==> src/rtl/pipe_run_ctrl.sv <==
// pipe_run_ctrl: run/step controller for a pipelined core.
// Holds the core in reset for RST_CYCLES after system reset. It then runs
// free, or for exactly step_n enabled cycles, and counts the enabled cycles
// in a saturating counter.
//
// Handshake note: start, halt_req and cnt_clr are single-cycle level
// requests. They are sampled on the rising edge and need no acknowledge.
// busy/cpu_en report acceptance from the cycle after start.
module pipe_run_ctrl #(
    parameter int unsigned RST_CYCLES = 2,
    parameter int unsigned STEP_W     = 16,
    parameter int unsigned CNT_W      = 32
) (
    input  logic              clk,
    input  logic              rst,
    input  logic              start,
    input  logic [1:0]        mode,
    input  logic [STEP_W-1:0] step_n,
    input  logic              halt_req,
    input  logic              cnt_clr,
    output logic              cpu_rst,
    output logic              cpu_en,
    output logic              busy,
    output logic              done,
    output logic [CNT_W-1:0]  cycle_cnt,
    output logic [2:0]        dbg_state_o
);

    typedef enum logic [2:0] {
        S_RESET = 3'd0,
        S_IDLE  = 3'd1,
        S_RUN   = 3'd2,
        S_STEP  = 3'd3,
        S_DONE  = 3'd4
    } state_t;

    localparam logic [1:0]       MODE_RUN  = 2'b00;
    localparam logic [1:0]       MODE_STEP = 2'b10;
    localparam logic [7:0]       RST_LAST  = 8'(RST_CYCLES - 1);
    localparam logic [CNT_W-1:0] CNT_MAX   = {CNT_W{1'b1}};

    state_t            state_q, state_d;
    logic [7:0]        rst_cnt_q, rst_cnt_d;
    logic [STEP_W-1:0] rem_q, rem_d;
    logic [CNT_W-1:0]  cnt_q, cnt_d;

    // Outputs decode straight from the state register, so they add no latency.
    assign cpu_en      = (state_q == S_RUN) || (state_q == S_STEP);
    assign busy        = cpu_en;
    assign cpu_rst     = (state_q == S_RESET);
    assign done        = (state_q == S_DONE);
    assign cycle_cnt   = cnt_q;
    assign dbg_state_o = state_q;

    // State, hold counter, remaining counter and cycle counter registers.
    always_ff @(posedge clk) begin
        if (rst) begin
            state_q   <= S_RESET;
            rst_cnt_q <= '0;
            rem_q     <= '0;
            cnt_q     <= '0;
        end else begin
            state_q   <= state_d;
            rst_cnt_q <= rst_cnt_d;
            rem_q     <= rem_d;
            cnt_q     <= cnt_d;
        end
    end

    // Next-state logic. Halt outranks start in IDLE and outranks completion in STEP.
    always_comb begin
        state_d   = state_q;
        rst_cnt_d = rst_cnt_q;
        rem_d     = rem_q;
        unique case (state_q)
            S_RESET: begin
                if (rst_cnt_q >= RST_LAST) begin
                    state_d   = S_IDLE;
                    rst_cnt_d = '0;
                end else begin
                    rst_cnt_d = rst_cnt_q + 8'd1;
                end
            end
            S_IDLE: begin
                if (halt_req) begin
                    state_d = S_IDLE;
                end else if (start && (mode == MODE_RUN)) begin
                    state_d = S_RUN;
                end else if (start && (mode == MODE_STEP)) begin
                    if (step_n != '0) begin
                        rem_d   = step_n;
                        state_d = S_STEP;
                    end else begin
                        state_d = S_DONE;
                    end
                end
            end
            S_RUN: begin
                if (halt_req) begin
                    state_d = S_IDLE;
                end
            end
            S_STEP: begin
                rem_d = rem_q - 1'b1;
                if (halt_req) begin
                    state_d = S_IDLE;
                end else if (rem_q == {{(STEP_W-1){1'b0}}, 1'b1}) begin
                    state_d = S_DONE;
                end
            end
            S_DONE: begin
                state_d = S_IDLE;
            end
            default: begin
                state_d = S_RESET;
            end
        endcase
    end

    // Enabled-cycle counter. Clear wins over increment, and the count sticks at all-ones.
    always_comb begin
        cnt_d = cnt_q;
        if (cnt_clr) begin
            cnt_d = '0;
        end else if (cpu_en && (cnt_q != CNT_MAX)) begin
            cnt_d = cnt_q + 1'b1;
        end
    end

endmodule

==> config.mk <==
export PLATFORM = sky130hd
export DESIGN_NAME = pipe_run_ctrl
export DESIGN_NICKNAME = d
export VERILOG_FILES = /design/src/rtl/pipe_run_ctrl.sv
export SDC_FILE = /design/constraint.sdc
export NUM_CORES = 1
export LEC_CHECK = 0
export ABC_CLOCK_PERIOD_IN_PS = 3300
export CORE_MARGIN = 4
export CORE_UTILIZATION = 30
export CTS_BUF_LIST = sky130_fd_sc_hd__clkbuf_16
export DETAILED_ROUTE_END_ITERATION = 7
export PLACE_DENSITY = 0.52
export SYNTH_ARGS = -nofsm -noshare
export SYNTH_HDL_FRONTEND = slang
export SYNTH_SLANG_ARGS = --single-unit
==> constraint.sdc <==
create_clock -name clk -period 3.3 [get_ports clk]
set_input_delay 0.825 -clock clk [delete_from_list [all_inputs] [get_ports clk]]
set_output_delay 0.825 -clock clk [all_outputs]
set_load 0.005 [all_outputs]
==> impl_metrics.csv, run 1 <==
group,metric,value,unit
cts,clkSlewWorstSetupHoldPaths,50,ps
synthesis,netlist_area,3079,um^2
synthesis,syn_avg_cell_area,8.146,um^2
cts,clock_latency,320,ps
place,place_area,3814,um^2
detailed_routing,antenna_left,0,
synthesis,synthArstFlopShare,0,
timing,relSlewSlack,0.3735,
timing,max_freq,354.1,MHz
floorplan,num_rows,36,
synthesis,synth_edf_count,0,
min_path,min_path_cells,1,
timing,setup-tns-final,0,ps
synthesis,synth_area_leaders,"dfxtp_1 (38%), a21oi_1 (4.6%), nand2_1 (3.8%), nand3_1 (3.7%), nor2_1 (3.5%)",
place,globalplace.congestion,0.8164,
detailed_routing,drt-initial-drc-count,118,
timing,finalMaxSlewViolations,0,
worst_setup_path,crit_fanout,9,
synthesis,yosysSeqAreaShare,0.3836,
grt,grt_pass1_vias,2886,
floorplan,dieArea,11950,um^2
min_path,min_path_type,"reg -> reg",
cts,cts_buffers,9,
grt,overflow,0,
run_status,status,"completed",
worst_setup_path,worstPathRequired,2470,ps
grt,grt_pass1_wl,14320,um
detailed_routing,avgRoutedWirePerCell,15.08,um
cts,h-tree-depth,3,
worst_setup_path,worst_setup_path_end_kind,"output pin",
floorplan,start_util,0.3122,
cts,cts_resized,0,
worst_setup_path,reg2regPathDepth,6,
final_layout,layout_commonest_cell,"clkdlybuf4s50_1",
worst_setup_path,cp-startpoint,"dbg_state_o[2]",
final_layout,fin_nets,465,
synthesis,postSynthCellCount,378,
worst_setup_path,r2r_slack,720,ps
power,peakVddDrop,0.1886,mV
final_layout,final_cell_mix,"clkdlybuf4s50_1 (61), dfxtp_1 (59), nand2_1 (31)",
worst_setup_path,critical_path_class,"reg -> out",
synthesis,ys.flop_type,"dfxtp_1",
min_path,min_to,"rst_cnt_q[3]",
final_layout,multi_input_area,1780,um^2
synthesis,muxShareOfSynthArea,0.006501,
grt,gr-usage-all-layers,0.1495,
cts,ctsLongestPathBuffers,2,
synthesis,synth-adder-area-share,0.02438,
synthesis,synth_nets,407,
synthesis,synth_xor_area_frac,0.02560,
final_layout,final-instance-count-excl-fill,574,
place,dp_hpwl,6211,um
timing,worst_clock_skew,10.59,ps
synthesis,synth-compound-area-share,0.1792,
grt,antenna_found_initial,0,
detailed_routing,drc_errors,0,
cts,post_cts_buffers,0,
timing,hold_violations,0,
power,leakagePower,1.300,nW
worst_setup_path,critPathLaunchType,"flip-flop",
synthesis,yosys.area_share.simple,0.3425,
timing,period_minus_slack,2824,ps
timing,setup_viol,0,
synthesis,synth_top_area_share,0.3836,
final_layout,fin_area,4068,um^2
power,p_per_area,477.5,nW/um^2
worst_setup_path,cp.arrival,2000,ps
cts,ctsHoldBuffers,0,
synthesis,synth_top_family_by_area,"simple AND/OR/NAND/NOR gates",
min_path,hold_path_startpoint,"rst_cnt_q[3]",
final_layout,layout-drive-gt1-share,0.06803,
final_layout,diodes,0,
final_layout,seq_area,1181,um^2
synthesis,yosys.area.top_type,"dfxtp_1",
detailed_routing,vias,3042,
synthesis,ys_ff_latch,59,
timing,period_share,0.8558,
place,io_buffer_count,61,
floorplan,die_w,109.3,um
detailed_routing,wl,8656,um
floorplan,ios,62,
power,total_power,1.942,mW
cts,cts_root_buffer,"clkbuf_16",
synthesis,yosysWarnings,0,
detailed_routing,first_pass_iters,4,
flow_run,drv_cap,0,
worst_setup_path,worst_r2r_endpoint,"cycle_cnt[28]",
floorplan,coreArea,9864,um^2
final_layout,utilization,0.4124,
timing,rsz0062_at_grt,"false",
final_layout,fill_cells,1014,
floorplan,die_h,109.3,um
timing,worst_pin_slew,931.1,ps
synthesis,synth.distinct_cells,57,
cts,cts_tree,"yes",
detailed_routing,viasPerCell,5.300,
cts,clock-sinks,59,
place,placed_cells,558,
final_layout,layout-area-overhead-vs-synth,32.10,%
worst_setup_path,crit-reg2reg-launch,"cycle_cnt[0]",
grt,grt_start_max_net_pins,40,
## where the power goes
group	leakage [nW]	internal, mW	switching [mW]	total, mW
clock	0.138	0.491	0.310	0.800
sequential	0.476	0.748	0.0471	0.795
combinational	0.687	0.157	0.190	0.347
## stage by stage
step | hold slack, ps | setup WS (ps)
after global placement | 443.0 | 340.6
after CTS | 461.6 | 416.7
final | 462.6 | 475.8
after detailed placement | 444.7 | 224.7
after floorplan | 430.2 | 913.5
after global routing | 491.1 | 312.1
## cell usage after synthesis, types with 2 or more instances
master and count:
dfxtp_1 59, nand2_1 31, nor2_1 29, a21oi_1 28, nand3_1 23, clkbuf_1 14, nor4_1 14, or3_1 14
o21ai_0 13, or4_1 13, nor3_1 11, o31ai_1 10, inv_1 9, nand4_1 9, a31oi_1 8, and2_1 6
and3_1 6, ha_1 6, xor2_1 6, nand2b_1 5, o211ai_1 5, a22oi_1 4, buf_2 4, nand3b_1 4
and4_1 3, xnor2_1 3, a2111oi_0 2, a31o_2 2, mux2i_1 2, nor3b_1 2, o2111ai_1 2, o311ai_0 2
or2_2 2, or3b_2 2, or4_2 2, or4_4 2
## how the worst max path moves through the flow
stage                         end  slack (ps)  depth (start not counted)
global route             rem_q[6]         310                          6
CTS                          busy         420                          4
global placement         rem_q[5]         340                          6
detailed placement       rem_q[6]         220                          6
floorplan           cycle_cnt[28]         910                          6
finish                       busy         480                          4
## layout make-up
class	count	area share
repair buffers	66	0.1593
well taps	133	0.04091
inverters	10	0.009228
clock buffers	9	0.05537
multi-input cells	290	0.4377
clock inverters	7	0.007075
flip-flops and latches	59	0.2904
## worst max-delay path, cell delays in order (launching register included)
cell and delay [ps]:
dfxtp_1 440, inv_1 120, nand2_1 250, clkinv_1 340
clkdlybuf4s50_1 540
## cells by family (layout without fill, tap and decap cells)
| kind of cell | Yosys count | in the layout |
|---|---|---|
| AND/OR/NAND/NOR | 187 | 187 |
| AO/OA/AOI/OAI | 86 | 86 |
| flip-flops | 59 | 59 |
| buffers and inverters | 29 | 92 |
| XOR/XNOR | 9 | 9 |
| adder cells (fa/ha/maj) | 6 | 6 |
| multiplexers | 2 | 2 |
## flip-flops by register name, indices dropped and copies added, names as in the netlist
register and flops:
rst_cnt_q 8, dbg_state_o 3, cycle_cnt 32, rem_q 16
## per-layer routing
layer,GRT usage,wire [um],up-vias
met1,0.2096,4453,1440
met5,0,0,-
met2,0.2303,3857,49
li1,-,-,1551
met4,0.03829,31,0
met3,0.03641,313,2
No activity file was read; power rests on OpenSTA's default activity.
==> run 2: changes to the inputs <==
- CELL_PAD_IN_SITES_DETAIL_PLACEMENT: default -> 1
- CELL_PAD_IN_SITES_GLOBAL_PLACEMENT: default -> 1
- PLACE_DENSITY: 0.52 -> 0.67
==> impl_metrics.csv, run 2 (synthesized netlist as in run 1, its figures left out) <==
group,metric,value,unit
run_status,status,"completed",
detailed_routing,antenna_left,0,
timing,setup-tns-final,0,ps
worst_setup_path,critPathLaunchType,"flip-flop",
min_path,min_path_cells,1,
final_layout,largest_register_ff_count,32,
timing,whs,463.8,ps
grt,grt_pass1_wl,15350,um
detailed_routing,drt-initial-drc-count,137,
floorplan,num_rows,36,
floorplan,die_w,109.3,um
detailed_routing,vias,3150,
detailed_routing,viasPerCell,5.497,
min_path,hold_path_startpoint,"rst_cnt_q[4]",
cts,ctsHoldBuffers,0,
worst_setup_path,worstPathRequired,2470,ps
power,peakVddDrop,0.2387,mV
detailed_routing,drc_errors,0,
detailed_routing,first_pass_iters,4,
final_layout,utilization,0.4132,
power,p_per_area,483.6,nW/um^2
worst_setup_path,worst_setup_path_end_kind,"output pin",
cts,clkSlewWorstSetupHoldPaths,50,ps
final_layout,fill_cells,1163,
floorplan,ios,62,
cts,cts_root_buffer,"clkbuf_16",
worst_setup_path,cpMaxStageDelayCell,"clkdlybuf4s50_1",
final_layout,layout-drive-gt1-share,0.06818,
worst_setup_path,path_cells,"inv_1 -> nand2_1 -> clkinv_1 -> clkdlybuf4s50_1",
worst_setup_path,r2r_slack,670,ps
cts,ctsLongestPathBuffers,2,
flow_run,drv_cap,0,
grt,grt_start_max_net_pins,30,
cts,cts_resized,0,
min_path,min_to,"rst_cnt_q[4]",
floorplan,start_util,0.3122,
final_layout,layout_commonest_cell,"clkdlybuf4s50_1",
grt,gr-usage-all-layers,0.1631,
min_path,min_path_type,"reg -> reg",
place,io_buffer_count,61,
detailed_routing,wl,9407,um
final_layout,diodes,0,
timing,setup_viol,0,
worst_setup_path,crit_fanout,9,
power,leakagePower,1.295,nW
timing,worst_clock_skew,6.829,ps
floorplan,coreArea,9864,um^2
final_layout,fin_nets,465,
place,globalplace.congestion,0.7755,
worst_setup_path,cp.arrival,2060,ps
timing,rsz0062_at_grt,"false",
worst_setup_path,reg2regPathDepth,6,
timing,relSlewSlack,0.3210,
power,total_power,1.971,mW
timing,hold_violations,0,
worst_setup_path,worst_r2r_endpoint,"cycle_cnt[28]",
cts,post_cts_buffers,0,
grt,antenna_found_initial,0,
detailed_routing,avgRoutedWirePerCell,16.42,um
final_layout,layout-area-overhead-vs-synth,32.39,%
cts,cts_tree,"yes",
cts,clock_latency,320,ps
worst_setup_path,critical_path_class,"reg -> out",
cts,clock-sinks,59,
timing,period_share,0.8755,
timing,max_freq,346.1,MHz
floorplan,die_h,109.3,um
place,dp_hpwl,6946,um
timing,finalMaxSlewViolations,0,
floorplan,dieArea,11950,um^2
cts,h-tree-depth,3,
worst_setup_path,cp_slowest_stage_delay,570,ps
worst_setup_path,crit-reg2reg-launch,"cycle_cnt[0]",
grt,grt_pass1_vias,3083,
cts,cts_buffers,9,
timing,worst_pin_slew,1009,ps
final_layout,final_cell_mix,"clkdlybuf4s50_1 (61), dfxtp_1 (59), nand2_1 (31)",
grt,overflow,0,
final_layout,multi_input_area,1780,um^2
final_layout,seq_area,1181,um^2
timing,period_minus_slack,2889,ps
==> run 2: where the power goes <==
part	leakage, nW	internal [mW]	total, mW	switching [mW]
Clock	0.129	0.489	0.810	0.321
Combinational	0.690	0.165	0.363	0.198
Sequential	0.476	0.748	0.797	0.0499
Total	1.30	1.40	1.97	0.569
==> run 2: worst max-delay path, delay by kind of cell, from the launching register on <==
| family | cells | cell delay (ps) |
|---|---|---|
| buffers and inverters | 3 | 1030 |
| DFF | 1 | 460 |
| and+or+nand+nor | 1 | 260 |
==> run 2: through the flow <==
stage	instance area [um^2]	std cells	setup slack (ps)
after floorplan	3079	378	913.5
after global placement	3826	558	424.3
after detailed placement	3826	558	335.0
after CTS	4076	573	386.6
after global routing	4076	573	285.2
final	4076	573	410.7
==> run 2: final cells by class <==
class	count	share of cell area
Inverter	10	0.009208
Tap cell	133	0.04082
Multi-Input combinational cell	290	0.4368
Sequential cell	59	0.2897
Clock buffer	9	0.05525
Clock inverter	6	0.006139
Timing Repair Buffer	66	0.1621
==> run 2: per-layer routing <==
layer / vias up / wire (um) / global-route usage
li1: 1550 / - / -
met1: 1526 / 4505 / 0.2169
met2: 62 / 4359 / 0.2561
met3: 12 / 395 / 0.04228
met4: 0 / 146 / 0.05788
met5: - / 0 / 0
==> run 2: worst max-delay path by stage <==
stage	from	endpoint	slack (ps)	cells after the start
after floorplan	cycle_cnt[0]	cycle_cnt[28]	910	6
after global placement	step_n[11]	rem_q[9]	420	7
after detailed placement	halt_req	rem_q[5]	340	6
after CTS	dbg_state_o[2]	cpu_en	390	4
after global routing	dbg_state_o[2]	cpu_en	290	4
final	dbg_state_o[2]	cpu_en	410	4
==> run 3: changes to the inputs <==
- GPL_ROUTABILITY_DRIVEN: default -> 1
==> results of run 3 <==
The final DEF is identical to that of run 2; final timing and power are the same.
